<file path="config.mk">
export PLATFORM = sky130hd
export DESIGN_NAME = vram_write_controller
export DESIGN_NICKNAME = d
export VERILOG_FILES = /design/src/rtl/vram_pkg.sv /design/src/rtl/vram_wr_fifo.sv /design/src/rtl/vram_write_controller.sv
export SDC_FILE = /design/constraint.sdc
export NUM_CORES = 1
export LEC_CHECK = 0
export ABC_CLOCK_PERIOD_IN_PS = 13250
export BUFFER_PORTS_ARGS = -buffer_cell sky130_fd_sc_hd__clkbuf_2
export CAP_MARGIN = 40
export CORE_MARGIN = 2
export CORE_UTILIZATION = 40
export DETAILED_ROUTE_END_ITERATION = 10
export PLACE_DENSITY_LB_ADDON = 0.05
export SETUP_SLACK_MARGIN = 0.5
export SLEW_MARGIN = 40
export SYNTH_ARGS = -nofsm -noshare
export SYNTH_HDL_FRONTEND = slang
export SYNTH_HIERARCHICAL = 1
export SYNTH_SLANG_ARGS = --single-unit
</file>
<file path="constraint.sdc">
create_clock -name clock -period 13.25 [get_ports clock]
set_clock_uncertainty 0.2 [all_clocks]
set_input_delay 2.65 -clock clock [delete_from_list [all_inputs] [get_ports clock]]
set_output_delay 2.65 -clock clock [all_outputs]
set_load 0.02 [all_outputs]
</file>
<file path="src/rtl/vram_pkg.sv">
// Shared types and region constants for the VRAM write path.
package vram_pkg;

    typedef enum logic [1:0] {
        BYTE = 2'd0,
        HALF = 2'd1,
        WORD = 2'd2
    } size_e;

    typedef enum logic [1:0] {
        BANK_A = 2'd0,
        BANK_B = 2'd1,
        BANK_C = 2'd2
    } bank_e;

    localparam logic [16:0] REGION_B_BASE = 17'h10000;
    localparam logic [16:0] REGION_C_BASE = 17'h14000;
    localparam logic [16:0] REGION_MIRROR = 17'h18000;

    // One buffered bank write, fully formatted at acceptance time.
    typedef struct packed {
        bank_e       bank;
        logic [13:0] waddr;
        logic [31:0] wdata;
        logic [3:0]  be;
    } wr_entry_t;

endpackage

</file>
<file path="src/rtl/vram_wr_fifo.sv">
// Synchronous FIFO of formatted VRAM writes; head is visible combinationally.
module vram_wr_fifo
    import vram_pkg::*;
#(
    parameter int DEPTH = 4
) (
    input  logic      clock,
    input  logic      reset,
    input  logic      push,
    input  wr_entry_t push_data,
    input  logic      pop,
    output wr_entry_t head,
    output logic      full,
    output logic      empty
);

    localparam int AW = $clog2(DEPTH);

    // Pointers carry one extra wrap bit to tell full from empty.
    logic [AW:0] wr_ptr;
    logic [AW:0] rd_ptr;
    wr_entry_t   mem [DEPTH];

    logic do_push;
    logic do_pop;

    assign do_push = push && !full;
    assign do_pop  = pop && !empty;

    always_ff @(posedge clock or posedge reset) begin
        if (reset) begin
            wr_ptr <= '0;
            rd_ptr <= '0;
        end else begin
            if (do_push) wr_ptr <= wr_ptr + 1'b1;
            if (do_pop)  rd_ptr <= rd_ptr + 1'b1;
        end
    end

    always_ff @(posedge clock) begin
        if (do_push) mem[wr_ptr[AW-1:0]] <= push_data;
    end

    assign head  = mem[rd_ptr[AW-1:0]];
    assign empty = (wr_ptr == rd_ptr);
    assign full  = (wr_ptr[AW] != rd_ptr[AW]) && (wr_ptr[AW-1:0] == rd_ptr[AW-1:0]);

endmodule

</file>
<file path="src/rtl/vram_write_controller.sv">
// CPU write port into VRAM banks A/B/C: decode and format at acceptance,
// buffer, then drain one write per granted window cycle.
module vram_write_controller
    import vram_pkg::*;
#(
    parameter int DEPTH = 4
) (
    input  logic        clock,
    input  logic        reset,
    input  logic        cpu_wr_valid,
    output logic        cpu_wr_ready,
    input  logic [16:0] cpu_wr_addr,
    input  logic [1:0]  cpu_wr_size,
    input  logic [31:0] cpu_wr_data,
    input  logic [2:0]  bgmode,
    input  logic        vram_write_window,
    output logic [13:0] graphics_VRAM_A_waddr,
    output logic [11:0] graphics_VRAM_B_waddr,
    output logic [11:0] graphics_VRAM_C_waddr,
    output logic [31:0] graphics_VRAM_A_wdata,
    output logic [31:0] graphics_VRAM_B_wdata,
    output logic [31:0] graphics_VRAM_C_wdata,
    output logic [3:0]  graphics_VRAM_A_be,
    output logic [3:0]  graphics_VRAM_B_be,
    output logic [3:0]  graphics_VRAM_C_be,
    output logic        graphics_VRAM_A_we,
    output logic        graphics_VRAM_B_we,
    output logic        graphics_VRAM_C_we,
    output logic        wr_dropped,
    output logic        busy
);

    logic [16:0] mirrored;
    logic [16:0] obj_boundary;
    logic [3:0]  half_be;
    logic        drop;
    wr_entry_t   entry;

    logic        full;
    logic        empty;
    logic        accept;
    logic        push;
    logic        pop;
    wr_entry_t   head;

    always_comb begin
        mirrored = cpu_wr_addr;
        if (cpu_wr_addr >= REGION_MIRROR) mirrored[15] = 1'b0;

        entry = '0;
        if (mirrored < REGION_B_BASE) begin
            entry.bank  = BANK_A;
            entry.waddr = mirrored[15:2];
        end else if (mirrored < REGION_C_BASE) begin
            entry.bank  = BANK_B;
            entry.waddr = {2'b00, mirrored[13:2]};
        end else begin
            entry.bank  = BANK_C;
            entry.waddr = {2'b00, mirrored[13:2]};
        end

        // Byte writes into OBJ VRAM are ignored by the hardware; the BG split moves in bitmap modes.
        obj_boundary = (bgmode <= 3'd2) ? REGION_B_BASE : REGION_C_BASE;
        half_be      = mirrored[1] ? 4'b1100 : 4'b0011;
        drop         = 1'b0;

        case (cpu_wr_size)
            BYTE: begin
                entry.wdata = {4{cpu_wr_data[7:0]}};
                entry.be    = half_be;
                drop        = (mirrored >= obj_boundary);
            end
            HALF: begin
                entry.wdata = {2{cpu_wr_data[15:0]}};
                entry.be    = half_be;
            end
            default: begin
                entry.wdata = cpu_wr_data;
                entry.be    = 4'b1111;
            end
        endcase
    end

    assign cpu_wr_ready = !full;
    assign accept       = cpu_wr_valid && !full;
    assign push         = accept && !drop;
    assign pop          = vram_write_window && !empty;
    assign busy         = !empty;

    vram_wr_fifo #(
        .DEPTH (DEPTH)
    ) u_fifo (
        .clock     (clock),
        .reset     (reset),
        .push      (push),
        .push_data (entry),
        .pop       (pop),
        .head      (head),
        .full      (full),
        .empty     (empty)
    );

    // Registered bank stage: strobes are single-cycle, address/data hold between writes.
    always_ff @(posedge clock or posedge reset) begin
        if (reset) begin
            graphics_VRAM_A_we    <= 1'b0;
            graphics_VRAM_B_we    <= 1'b0;
            graphics_VRAM_C_we    <= 1'b0;
            graphics_VRAM_A_waddr <= '0;
            graphics_VRAM_B_waddr <= '0;
            graphics_VRAM_C_waddr <= '0;
            graphics_VRAM_A_wdata <= '0;
            graphics_VRAM_B_wdata <= '0;
            graphics_VRAM_C_wdata <= '0;
            graphics_VRAM_A_be    <= '0;
            graphics_VRAM_B_be    <= '0;
            graphics_VRAM_C_be    <= '0;
            wr_dropped            <= 1'b0;
        end else begin
            graphics_VRAM_A_we <= pop && (head.bank == BANK_A);
            graphics_VRAM_B_we <= pop && (head.bank == BANK_B);
            graphics_VRAM_C_we <= pop && (head.bank == BANK_C);
            wr_dropped         <= accept && drop;

            if (pop && head.bank == BANK_A) begin
                graphics_VRAM_A_waddr <= head.waddr;
                graphics_VRAM_A_wdata <= head.wdata;
                graphics_VRAM_A_be    <= head.be;
            end
            if (pop && head.bank == BANK_B) begin
                graphics_VRAM_B_waddr <= head.waddr[11:0];
                graphics_VRAM_B_wdata <= head.wdata;
                graphics_VRAM_B_be    <= head.be;
            end
            if (pop && head.bank == BANK_C) begin
                graphics_VRAM_C_waddr <= head.waddr[11:0];
                graphics_VRAM_C_wdata <= head.wdata;
                graphics_VRAM_C_be    <= head.be;
            end
        end
    end

endmodule

</file>
Word-level counts from Yosys, hierarchy flattened
Memory sizes are Yosys's and may differ from the RTL's. Index checks and enable logic that the tools add are counted.

Add/subtract/negate cells: 2. Magnitude comparators: 5. Equality and inequality tests: 6. Multiplexer cells: 9. Reduce and logical (&&, ||, !) cells: 15.

Operator list (number): $pmux 36 s2 (1); $lt 17x17->1 const B (2); $mux 16 (2); $ge 17x17->1 (1); $ge 17x17->1 const B (1); $mux 15 (1); $logic_and 1x1->1 (10); $add 3x1->3 const B (2); $eq 2x1->1 const B (2); $logic_not 2->1 (2); $mux 1 (4); $mux 4 (1); $eq 3x3->1 (1); $le 3x2->1 const B (1); $logic_not 1->1 (3); $eq 2x2->1 (1); $eq 2x2->1 const B (1); $ne 1x1->1 (1).

Bits in registers: 156. RAM bits: 208. Output and inout port bits: 152. Logic and storage cells: 53. Memories: 1.

Memories: u_fifo.mem (depth 4, width 52, rd ports 1, clocked after Yosys merged registers in 0, write ports 1, RTL line vram_wr_fifo.sv:22) `wr_entry_t mem [DEPTH];`.

Depth between registers and ports, before layout
Depth after elaboration: 9. Depth in mapped cells: 8. Depth with buffers taken out: 8.

Hierarchy
Netlist, hierarchy kept.

By module, submodules not included: vram_wr_fifo (instances 1, cells an instance 321, area each 8012.7 um2, sequential area each 6396.1 um2); vram_write_controller (instances 1, cells an instance 383, area each 6030.8 um2, sequential area each 3753.6 um2).

Least setup slack after synthesis
OpenSTA, ideal clock, no wires.

Path kind: input-to-reg. From: input bgmode[1]. To: memory u_fifo/mem[3][0] (netlist bit), enable pin. Setup time: 0.435 ns. Arrival: 5.705 ns. Required time: 12.615 ns. Setup slack: 6.910 ns. Cell stages on the path: 7. Buffers on the path: 0. Cell sequence: a21o_1 ha_1 nor4b_1 a41o_1 a311oi_1 nand2_1 a31oi_2.

Word-level cells in the longest chain between the ends: 9.

RTL lines: from (decl) (RTL line vram_write_controller.sv:15) `input logic [2:0] bgmode,`; $le 3x2->1 (RTL line vram_write_controller.sv:63) `obj_boundary = (bgmode <= 3'd2) ? REGION_B_BASE : REGION_C_BASE;`; $mux 15 (RTL line vram_write_controller.sv:63); $ge 17x17->1 (RTL line vram_write_controller.sv:71) `drop = (mirrored >= obj_boundary);`; $mux 1 (RTL line vram_write_controller.sv:67) `case (cpu_wr_size)`; $logic_not 1->1 (RTL line vram_write_controller.sv:86) `assign push = accept && !drop;`; $logic_and 1x1->1 (RTL line vram_write_controller.sv:86); net push (RTL line vram_write_controller.sv:42) `logic push;`; $logic_and 1x1->1 (RTL line vram_wr_fifo.sv:27) `assign do_push = push && !full;`; $mux 1 (RTL line vram_wr_fifo.sv:41) `if (do_push) mem[wr_ptr[AW-1:0]] <= push_data;`; $mux 1 (implied by the code) (RTL line vram_wr_fifo.sv:41); to (decl) (RTL line vram_wr_fifo.sv:22).

The timed path passes the listed nets, and every way through them passes these cells.

Worst setup path in the final report
From: input bgmode[1]. To: memory u_fifo/mem[3][3] (netlist bit), enable pin.

The elaborated chain is that of the path after synthesis.

==> flow_summary.toml <==
[clocking]
cts_buffer_depth = 3
clkLatencyLatePin_ns = 0.51
cts_max_level = 2
cts_sinks = 364
cts_tree = "done"
clk_pin_slew_ns = 0.06
cts_hold_buf = 0
cts_buffers = 39
cts_resized = 0
cts-root-buf = "clkbuf_16"
post_cts_buffers = 0

[logic_synthesis]
synth_top_family_by_area = "multiplexers"
synth_compound_area_frac = 0.0120
ys_warn_count = 6
synth_nets = 768
seq_area_frac_synth = 0.723
yosys.area_share.adder = 0.00535
synth-simple-area-share = 0.0158
synth_cell_types = 40
synth_xor_area_frac = 0.00722
muxShareOfSynthArea = 0.219
avgSynthCellArea_um2 = 19.9
syn_area_um2 = 14000
ys_seq_elements = 364
synthCells = 704

[run_status]
status = "completed"

[cells_and_area]
final_cell_mix = "clkbuf_2 (209), edfxtp_1 (208), dfrtp_1 (154)"
fin_nets = 1001
instances_no_fill = 1422
layout-drive-gt1-share = 0.511
syn_to_final_growth_pct = 21.1
multiInputGateArea_um2 = 3690
mostFrequentLayoutCell = "clkbuf_2"
ff_latch_area_um2 = 10200
utilization = 0.492
n_fill_cell = 2947
antenna_cells = 0

[placed_design]
placed_cells = 1351
pre_cts_ws_ns = 6.97
port_buffers = 209
place_congestion = 0.760
place_hpwl_mm = 20.9

[grt]
grt_pass1_vias = 7977
track_usage = 0.176
antenna_found_initial = 0
gr-total-overflow = 0
grt_pass1_wl_mm = 47.9
grt_max_degree = 90

[critical_path]
critPathLaunchType = "input port"
crit_type = "in2reg"
r2r_start = "u_fifo/rd_ptr[1]"
critPathRequiredTime_ns = 13.19
arrival_ns = 5.44
crit_start = "bgmode[1]"
cp-end-kind = "flip-flop"
cp_max_fo = 40

[sta]
fin_crit_sh = 0.415
slew_viol_final = 0
rsz0062_at_grt = "false"
fin_crit_ns = 5.50
setup_viol = 0
max_slew_margin = 0.452
whs_ns = 0.288
layout_setup_ws_ns = 7.75
max_clock_freq_mhz = 182
fin_setup_tns_ns = 0
tightestPinTransition_ns = 0.813
finalHoldViolations = 0

[floorplanning]
die_h_um = 191
initial_utilization = 0.407
die-width_um = 191
boundaryPins = 210
die-area_um2 = 36600
std_cell_rows = 68
core_area_um2 = 34500

[power]
power.density_nw_per_um2 = 265
leakage_nw = 6.61
vdd_ir_drop_max_mv = 0.130

[route]
wl_per_cell_um = 22.0
drcViolationCount = 0
postRouteAntennaNets = 0
routed_wl_mm = 31.3
drt_iter0_markers = 289
vias = 7271
first_pass_iters = 4
viasPerCell = 5.11

[min_path]
hold_class = "reg2reg"
worstHoldStart = "graphics_VRAM_B_waddr[6]"

[run]
max-cap-violations = 0
[cells in the mapped netlist]
| cell | number | share of area |
|---|---|---|
| edfxtp_1 | 208 | 0.44 |
| dfrtp_1 | 156 | 0.28 |
| mux2_2 | 141 | 0.11 |
| mux4_2 | 52 | 0.083 |
| mux2_1 | 21 | 0.017 |
| buf_2 | 18 | 0.0064 |
| inv_1 | 12 | 0.0032 |
| nand2_1 | 12 | 0.0032 |
| buf_6 | 8 | 0.0064 |
| mux2i_1 | 8 | 0.0057 |
| o21ai_0 | 8 | 0.0029 |
| ha_1 | 6 | 0.0053 |
| o31ai_1 | 5 | 0.0027 |
| a21oi_1 | 4 | 0.0014 |
| xnor2_1 | 4 | 0.0025 |
| and3_1 | 3 | 0.0013 |
| clkbuf_1 | 3 | 0.00080 |
| nand2b_1 | 3 | 0.0013 |
| nor3_1 | 3 | 0.0011 |
| a211oi_2 | 2 | 0.0018 |
| buf_4 | 2 | 0.0011 |
| nor2b_1 | 2 | 0.00089 |
| nor3b_2 | 2 | 0.0018 |
| nor4_1 | 2 | 0.00089 |
| nor4b_1 | 2 | 0.0012 |
| xor2_1 | 2 | 0.0012 |
| xor2_2 | 2 | 0.0023 |
| a21boi_0 | 1 | 0.00053 |
| a21o_1 | 1 | 0.00053 |
| a311oi_1 | 1 | 0.00062 |
| a31oi_2 | 1 | 0.00089 |
| a41o_1 | 1 | 0.00071 |
| and2_1 | 1 | 0.00045 |
| nand2b_4 | 1 | 0.00098 |
| nand3_2 | 1 | 0.00071 |
| nor2_1 | 1 | 0.00027 |
| nor2_2 | 1 | 0.00045 |
| nor3_2 | 1 | 0.00071 |
| or2_2 | 1 | 0.00045 |
| xnor2_2 | 1 | 0.0012 |
[metrics by stage]
stage                     area, um^2  total power [mW]
after floorplan                14000              2.89
after global placement         15600              3.38
after detailed placement       15700              3.47
after CTS                      17000              4.58
after global routing           17000              4.75
final                          17000              4.50
[cell families after synthesis]
| kind of cell | Yosys count |
|---|---|
| mux | 222 |
| compound gates | 24 |
| simple gates | 36 |
| xor+xnor | 9 |
| fa+ha+maj | 6 |
| buf+inv | 43 |
| flops | 364 |
[metal layers]
| layer | GRT usage | routed length (um) |
|---|---|---|
| met5 | 0 | 0 |
| met4 | 0.0388 | 412 |
| met3 | 0.0336 | 1460 |
| met2 | 0.310 | 16300 |
| met1 | 0.225 | 13100 |
[where the power goes]
group / total [mW] / switching, mW / internal, mW
combinational: 1.61 / 0.935 / 0.679
sequential: 1.79 / 0.181 / 1.61
clock: 1.10 / 0.420 / 0.677
total: 4.50 / 1.54 / 2.97
[critical path: stages]
cell	delay, ns
clkbuf_2	0.08
a21o_1	0.17
ha_1	0.26
nor4b_1	0.14
a41o_1	0.26
a311oi_2	0.54
nand2_1	0.17
a31oi_4	0.50
buf_4	0.62
[final timing paths]
| path | cells after the start | slack, ns | endpoint |
|---|---|---|---|
| min | 1 | 0.29 | graphics_VRAM_B_waddr[6] |
| max in group asynchronous | 3 | 9.82 | graphics_VRAM_A_wdata[2] |
| max | 9 | 7.75 | u_fifo/mem[3][3] |
| max reg2reg | 7 | 9.64 | u_fifo/mem[3][3] |
| min reg2reg | 1 | 0.29 | graphics_VRAM_B_waddr[6] |
| min in group asynchronous | 2 | 1.93 | u_fifo/wr_ptr[0] |
[sequential cells by signal, summed over array words and instances (netlist names), 12 cells and up]
signal and cells:
graphics_VRAM_A_waddr 14, graphics_VRAM_A_wdata 32, graphics_VRAM_B_waddr 12, graphics_VRAM_B_wdata 32
graphics_VRAM_C_waddr 12, graphics_VRAM_C_wdata 32, u_fifo/mem 208
[layout make-up]
cell class,count,share of cell area
Multi-Input combinational cell,297,0.217
Clock buffer,53,0.0666
Clock inverter,18,0.0114
Sequential cell,364,0.597
Inverter,12,0.00309
Timing Repair Buffer,223,0.0712
Tap cell,455,0.0335
(Power assumes the default switching activity.)
